--- src/rtl/imem_loader_if.sv ---
// imem_loader_if: groups the loader's session control, byte-stream handshake
// and instruction-memory write bus so they travel as one port.
//
// Byte handshake: a byte transfers on every rising edge where byte_valid_i
// and byte_ready_o are both 1. The source holds byte_data_i stable while
// byte_valid_i is high and may drop byte_valid_i for any number of cycles.
// byte_ready_o does not depend on byte_valid_i.
//
// Signal names keep the loader's point of view (_i into the loader, _o out).
interface imem_loader_if #(
  parameter int ADDR_W = 8
) ();
  logic              load_start_i;
  logic [ADDR_W-1:0] word_count_i;
  logic              byte_valid_i;
  logic [7:0]        byte_data_i;
  logic              byte_ready_o;
  logic              imem_we_o;
  logic [ADDR_W-1:0] imem_addr_o;
  logic [31:0]       imem_wdata_o;
  logic              core_rst_o;
  logic              busy_o;
  logic              done_o;
  logic              err_o;

  // The loader itself.
  modport slave (
    input  load_start_i, word_count_i, byte_valid_i, byte_data_i,
    output byte_ready_o, imem_we_o, imem_addr_o, imem_wdata_o,
           core_rst_o, busy_o, done_o, err_o
  );

  // Whatever drives a session (host, boot ROM, testbench).
  modport master (
    output load_start_i, word_count_i, byte_valid_i, byte_data_i,
    input  byte_ready_o, imem_we_o, imem_addr_o, imem_wdata_o,
           core_rst_o, busy_o, done_o, err_o
  );
endinterface

--- src/rtl/imem_loader.sv ---
// imem_loader: receives a byte stream, packs it little-endian into 32-bit
// instruction words and writes them to consecutive instruction-memory
// addresses starting at 0, holding the core in reset while loading.
// Optional trailing XOR checksum byte is compiled in when the macro
// IMEM_LOADER_CHECKSUM_EN is defined; otherwise err_o is tied to 0.
// dbg_state_o exposes the FSM state: 0 IDLE, 1 RECV, 2 WRITE, 3 CHK, 4 DONE.
module imem_loader #(
  parameter int ADDR_W = 8
) (
  input  logic       clk_i,
  input  logic       rst_i,
  imem_loader_if.slave bus,
  output logic [2:0] dbg_state_o
);

  typedef enum logic [2:0] {
    S_IDLE  = 3'd0,
    S_RECV  = 3'd1,
    S_WRITE = 3'd2,
    S_CHK   = 3'd3,
    S_DONE  = 3'd4
  } state_t;

  localparam logic [ADDR_W:0]   CNT_ONE  = {{ADDR_W{1'b0}}, 1'b1};
  localparam logic [ADDR_W-1:0] ADDR_ONE = {{(ADDR_W-1){1'b0}}, 1'b1};

  state_t            r_state;
  state_t            w_next;
  logic [ADDR_W-1:0] r_addr;
  // One bit wider than the address so a full 2^ADDR_W session is countable.
  logic [ADDR_W:0]   r_written;
  logic [ADDR_W:0]   r_target;
  logic [1:0]        r_byte_idx;
  logic [31:0]       r_wdata;
`ifdef IMEM_LOADER_CHECKSUM_EN
  logic [7:0]        r_csum;
  logic              r_err;
`endif

  logic              w_ready;
  logic              w_accept;
  logic [ADDR_W:0]   w_written_inc;
  logic              w_more;
  logic [ADDR_W:0]   w_target_load;

  assign w_ready       = (r_state == S_RECV) || (r_state == S_CHK);
  assign w_accept      = bus.byte_valid_i && w_ready;
  assign w_written_inc = r_written + CNT_ONE;
  assign w_more        = (w_written_inc < r_target);
  // A requested count of 0 means a full memory image.
  assign w_target_load = (bus.word_count_i == '0) ? {1'b1, {ADDR_W{1'b0}}}
                                                  : {1'b0, bus.word_count_i};

  // FSM state register.
  always_ff @(posedge clk_i) begin
    if (rst_i) r_state <= S_IDLE;
    else       r_state <= w_next;
  end

  // FSM next-state logic.
  always_comb begin
    w_next = r_state;
    case (r_state)
      S_IDLE:  if (bus.load_start_i) w_next = S_RECV;
      S_RECV:  if (w_accept && (r_byte_idx == 2'd3)) w_next = S_WRITE;
      S_WRITE: begin
        if (w_more) w_next = S_RECV;
        else begin
`ifdef IMEM_LOADER_CHECKSUM_EN
          w_next = S_CHK;
`else
          w_next = S_DONE;
`endif
        end
      end
      S_CHK:   if (w_accept) w_next = S_DONE;
      S_DONE:  w_next = S_IDLE;
      default: w_next = S_IDLE;
    endcase
  end

  // Datapath: counters, word assembly and checksum.
  always_ff @(posedge clk_i) begin
    if (rst_i) begin
      r_addr     <= '0;
      r_written  <= '0;
      r_target   <= '0;
      r_byte_idx <= '0;
      r_wdata    <= '0;
`ifdef IMEM_LOADER_CHECKSUM_EN
      r_csum     <= '0;
      r_err      <= 1'b0;
`endif
    end else begin
      case (r_state)
        S_IDLE: begin
          if (bus.load_start_i) begin
            r_addr     <= '0;
            r_written  <= '0;
            r_target   <= w_target_load;
            r_byte_idx <= '0;
`ifdef IMEM_LOADER_CHECKSUM_EN
            r_csum     <= '0;
            r_err      <= 1'b0;
`endif
          end
        end
        S_RECV: begin
          if (w_accept) begin
            r_wdata[{r_byte_idx, 3'b000} +: 8] <= bus.byte_data_i;
            r_byte_idx <= r_byte_idx + 2'd1;
`ifdef IMEM_LOADER_CHECKSUM_EN
            r_csum     <= r_csum ^ bus.byte_data_i;
`endif
          end
        end
        S_WRITE: begin
          r_addr    <= r_addr + ADDR_ONE;
          r_written <= w_written_inc;
        end
`ifdef IMEM_LOADER_CHECKSUM_EN
        S_CHK: begin
          if (w_accept) r_err <= (bus.byte_data_i != r_csum);
        end
`endif
        default: ;
      endcase
    end
  end

  // Outputs decoded from state; the write strobe is also masked by reset so
  // a reset landing on a WRITE cycle never commits the word.
  always_comb begin
    bus.byte_ready_o = w_ready;
    bus.imem_we_o    = (r_state == S_WRITE) && !rst_i;
    bus.imem_addr_o  = r_addr;
    bus.imem_wdata_o = r_wdata;
    bus.core_rst_o   = (r_state == S_RECV) || (r_state == S_WRITE) || (r_state == S_CHK);
    bus.busy_o       = (r_state == S_RECV) || (r_state == S_WRITE) || (r_state == S_CHK);
    bus.done_o       = (r_state == S_DONE);
`ifdef IMEM_LOADER_CHECKSUM_EN
    bus.err_o        = r_err;
`else
    bus.err_o        = 1'b0;
`endif
    dbg_state_o      = r_state;
  end

endmodule

--- src/flat_wrapper.sv ---
// flat-port wrapper written by rule: the top's interface ports become plain ports
module imem_loader_flat 
#(
  parameter int ADDR_W = 8
)
  (clk_i, rst_i, dbg_state_o, bus_load_start_i, bus_word_count_i, bus_byte_valid_i, bus_byte_data_i, bus_byte_ready_o, bus_imem_we_o, bus_imem_addr_o, bus_imem_wdata_o, bus_core_rst_o, bus_busy_o, bus_done_o, bus_err_o);
  imem_loader_if #(.ADDR_W(ADDR_W)) bus_i ();
  input  logic clk_i;
  input  logic rst_i;
  output logic [2:0] dbg_state_o;
  input wire logic [$bits(bus_i.load_start_i)-1:0] bus_load_start_i;
  input wire logic [$bits(bus_i.word_count_i)-1:0] bus_word_count_i;
  input wire logic [$bits(bus_i.byte_valid_i)-1:0] bus_byte_valid_i;
  input wire logic [$bits(bus_i.byte_data_i)-1:0] bus_byte_data_i;
  output wire logic [$bits(bus_i.byte_ready_o)-1:0] bus_byte_ready_o;
  output wire logic [$bits(bus_i.imem_we_o)-1:0] bus_imem_we_o;
  output wire logic [$bits(bus_i.imem_addr_o)-1:0] bus_imem_addr_o;
  output wire logic [$bits(bus_i.imem_wdata_o)-1:0] bus_imem_wdata_o;
  output wire logic [$bits(bus_i.core_rst_o)-1:0] bus_core_rst_o;
  output wire logic [$bits(bus_i.busy_o)-1:0] bus_busy_o;
  output wire logic [$bits(bus_i.done_o)-1:0] bus_done_o;
  output wire logic [$bits(bus_i.err_o)-1:0] bus_err_o;
  assign bus_i.load_start_i = bus_load_start_i;
  assign bus_i.word_count_i = bus_word_count_i;
  assign bus_i.byte_valid_i = bus_byte_valid_i;
  assign bus_i.byte_data_i = bus_byte_data_i;
  assign bus_byte_ready_o = bus_i.byte_ready_o;
  assign bus_imem_we_o = bus_i.imem_we_o;
  assign bus_imem_addr_o = bus_i.imem_addr_o;
  assign bus_imem_wdata_o = bus_i.imem_wdata_o;
  assign bus_core_rst_o = bus_i.core_rst_o;
  assign bus_busy_o = bus_i.busy_o;
  assign bus_done_o = bus_i.done_o;
  assign bus_err_o = bus_i.err_o;
  imem_loader #(.ADDR_W(ADDR_W)) u_core (.clk_i(clk_i), .rst_i(rst_i), .bus(bus_i), .dbg_state_o(dbg_state_o));
endmodule
--- config.mk ---
export PLATFORM = sky130hd
export DESIGN_NAME = imem_loader_flat
export DESIGN_NICKNAME = d
export VERILOG_FILES = /design/src/rtl/imem_loader_if.sv /design/src/rtl/imem_loader.sv /design/src/flat_wrapper.sv
export SDC_FILE = /design/constraint.sdc
export NUM_CORES = 1
export LEC_CHECK = 0
export CAP_MARGIN = 20
export CORE_ASPECT_RATIO = 1.1
export CORE_MARGIN = 1.5
export CORE_UTILIZATION = 40
export CTS_BUF_LIST = sky130_fd_sc_hd__clkbuf_8
export CTS_CLUSTER_DIAMETER = 120
export DETAILED_ROUTE_END_ITERATION = 12
export DONT_BUFFER_PORTS = 1
export PLACE_DENSITY = 0.58
export SYNTH_ARGS = -nofsm -noshare
export SYNTH_HDL_FRONTEND = slang
export SYNTH_SLANG_ARGS = --single-unit
--- constraint.sdc ---
create_clock -name clk_i -period 2.4 [get_ports clk_i]
set_clock_uncertainty 0.15 [all_clocks]
set_input_delay 0.72 -clock clk_i [delete_from_list [all_inputs] [get_ports clk_i]]
set_output_delay 0.72 -clock clk_i [all_outputs]
set_load 0.005 [all_outputs]
==> summary.txt <==
Status = finished, violations left
Violated checks = design-rule violations
Max-Cap Viols = 0
Via count = 2540
Grt total ovfl = 0
Pwr per Cell Area = 638.4 nW/um^2
Via density per instance = 5.474
Slew Limit Fails = 0
Worst setup EP type = primary output
Achievable Freq = 432.8 MHz
P_sw = 512.2 uW
P_int = 1580 uW
Syn-to-layout area delta = 10.55%
Chip width = 85.08 um
I/O pin count = 69
Initial antenna violation count = 0
RSZ-0062 raised after global routing = no
Share of the synthesized area in the top cell type = 0.4255
CP max-delay cell = or3b_4
Cell count after synthesis = 372
Most used DFF post-synth = dfxtp_1
Comb power frac = 0.048
Final min period = 2.311 ns
Kind of critical path = register to primary output
Worst-path maximum fanout = 15
CORE AREA = 7087 sq um
Setup TNS = 0 ns
Top area cells in the synthesized netlist = dfxtp_1, a21oi_1, nand2_1
Fill cell count = 735
Cell Chain, Critical Path = or3b_4, nor2_1
Area leader, netlist = dfxtp_1
Sequential power share = 0.511
Site Rows = 32
Clock Pin Slew Worst Setup and Hold Paths = 0.07 ns
CTS Root Cell = clkbuf_8
Nets@finish = 409
Hold Crit Class = input pin to register
Area of the mapped netlist = 2964 sq um
Worst EP arrival = 1.44 ns
Final setup viols = 0
# port buffers = 0
Startpoint types = register
Die H = 93.29 um
Seq cells post-synth = 63
Net Sw Frac = 0.2449
Ant diodes = 0
Largest net degree at the start of global routing = 67
Worst setup path start = u_core.dbg_state_o[2]
Total track usage = 0.1820
Number of global-route vias before repair = 2421
Inserted Clock Buffers = 9
R2R Path End = u_core.dbg_state_o[0]
Hold buffers post-CTS = 0
Core Util, Final = 0.4624
Initial Util = 0.4183
First-pass GRT wire length = 11450 um
Async SR Flop Fraction = 0
Register area share after synthesis = 0.4255
Syn Nets = 407
Yosys Warn Count = 0
Hold Vio Cnt, Final = 0
Reg2Reg Setup Slack = 0.26 ns
Hold depth = 1
Post-synth EDFFs = 0
Routed wire length = 6840 um
Pleak = 0.001146 uW
CTS tree = yes
Syn avg cell area = 7.968 sq um
Yosys cell types = 47
CTS max path bufs = 2
Worst EP required = 1.53 ns
Least-Margin Pin Slew = 0.6153 ns
Share of cells above drive strength 1 = 0.1082
Htree depth = 3
Worst Setup EP = bus_imem_we_o
CTS Sinks = 63
Slew HR = 0.5883
Clk Latency, worst-skew pair = 0.34 ns
RD Place Congestion = 0.8161
Critical Path Max Stage Delay = 0.54 ns
Fin crit share = 0.9628
Drt drc = 9
Clk pwr share = 0.440
DP HPWL = 4878 um
WL/cell = 14.74 um
Reg2Reg Launch Point = u_core.r_written[2]
Initial DRC count = 100
Antenna-violating nets left = 0
Worst ir drop on vdd = 319.7 uV
First-pass DRT Iterations = 8
FF-to-FF path depth = 7
Die ar. = 7936 sq um
## per-layer routing
layer	up-vias	part of all wire	wire, um	GRT usage
li1	1296	-	-	-
met3	7	0.068	464	0.06090
met5	-	0	0	0
met4	0	0.013	90	0.06148
met2	62	0.50	3414	0.3188
met1	1175	0.42	2871	0.2063
## power groups by stage
stage	logic, uW	clock network (uW)	registers [uW]
3_5_place_dp	102	0	1090
5_1_grt	116	1000	1070
3_3_place_gp	101	0	1090
4_1_cts	103	945	1070
6_report	101	921	1070
2_1_floorplan	93.2	0	1090
## repair_timing
item                                    in CTS  in global routing
gates resized for setup                      1                  4
gates cloned                                 0                  0
buffers inserted                             0                  0
endpoints found under the setup margin       1                  2
## cells in the final DEF (no fill, tap or decap), types with 2 or more instances in the layout
cell type and n:
o21ai_0 7, o311ai_0 3, xor2_1 5, and2_1 5
dfxtp_1 62, nand2b_1 2, a31oi_1 2, nor2_1 24
a311oi_1 4, nor3_1 7, buf_4 12, nand2_1 68
clkinv_4 3, ha_1 14, o211ai_1 3, or3_1 2
clkinv_2 2, clkbuf_8 9, nor4_1 2, nand3b_1 2
nor3b_1 4, a22oi_1 3, a21oi_1 54, nand3_1 38
a21o_1 2, inv_1 12, or4_1 2, xnor2_1 2
## Yosys cell counts, types with 5 or more instances
library cell  number
nand2_1           68
ha_1              15
xor2_1             5
buf_2              6
nor2_1            25
inv_1             12
dfxtp_1           63
and2_1             5
clkbuf_1          11
a21oi_1           54
o21ai_0            7
nand3_1           38
nor3_1             8
## sequential cells by signal, indices dropped and copies added (netlist names)
signal,flops
u_core.dbg_state_o,3
u_core.r_byte_idx,2
u_core.r_target,9
u_core.bus.imem_wdata_o,32
u_core.bus.imem_addr_o,8
u_core.r_written,9
## through the flow
| step | hold slack (ns) | std cells | worst slack (ns) | area, sq um | power (uW) |
|---|---|---|---|---|---|
| after floorplan | 0.2863 | 372 | 0.1919 | 2964 | 1185 |
| after global placement | 0.2886 | 448 | 0.2330 | 3065 | 1194 |
| after detailed placement | 0.2949 | 448 | 0.1811 | 3065 | 1196 |
| after CTS | 0.2713 | 464 | 0.07123 | 3266 | 2117 |
| after global routing | 0.2676 | 464 | 0.01180 | 3277 | 2188 |
| final | 0.2820 | 464 | 0.08936 | 3277 | 2092 |
## cell families after synthesis
kind of cell,after synthesis,share of synthesized area
XOR/XNOR,7,0.02068
adder cells (fa/ha/maj),15,0.06332
AND/OR/NAND/NOR,167,0.2655
multiplexers,2,0.007176
flip-flops,63,0.4255
other,1,0.001265
buffers and inverters,33,0.04938
AO/OA/AOI/OAI,84,0.1672
## layout make-up
cell class,count,area [sq um],share of cell area
flip-flops and latches,63,1262,0.3853
clock inverters,7,73.82,0.02253
inverters,12,45.04,0.01375
well taps,85,106.4,0.03246
clock buffers,9,123.9,0.03780
repair buffers,12,90.09,0.02749
multi-input cells,276,1575,0.4807
## worst max-delay path: cells and delay by family, from the launching register on
| family | cells | cell delay (ns) |
|---|---|---|
| AND/OR/NAND/NOR | 2 | 0.69 |
| flip-flops | 1 | 0.41 |
## worst min path at each step
stage	start	endpoint	slack, ns
2_1_floorplan	u_core.r_target[1]	u_core.r_target[1]	0.29
3_3_place_gp	u_core.r_target[7]	u_core.r_target[7]	0.29
3_5_place_dp	u_core.r_target[3]	u_core.r_target[3]	0.29
4_1_cts	rst_i	u_core.r_target[1]	0.27
5_1_grt	rst_i	u_core.r_written[0]	0.27
6_report	rst_i	u_core.r_written[0]	0.28
(Power assumes the default switching activity.)
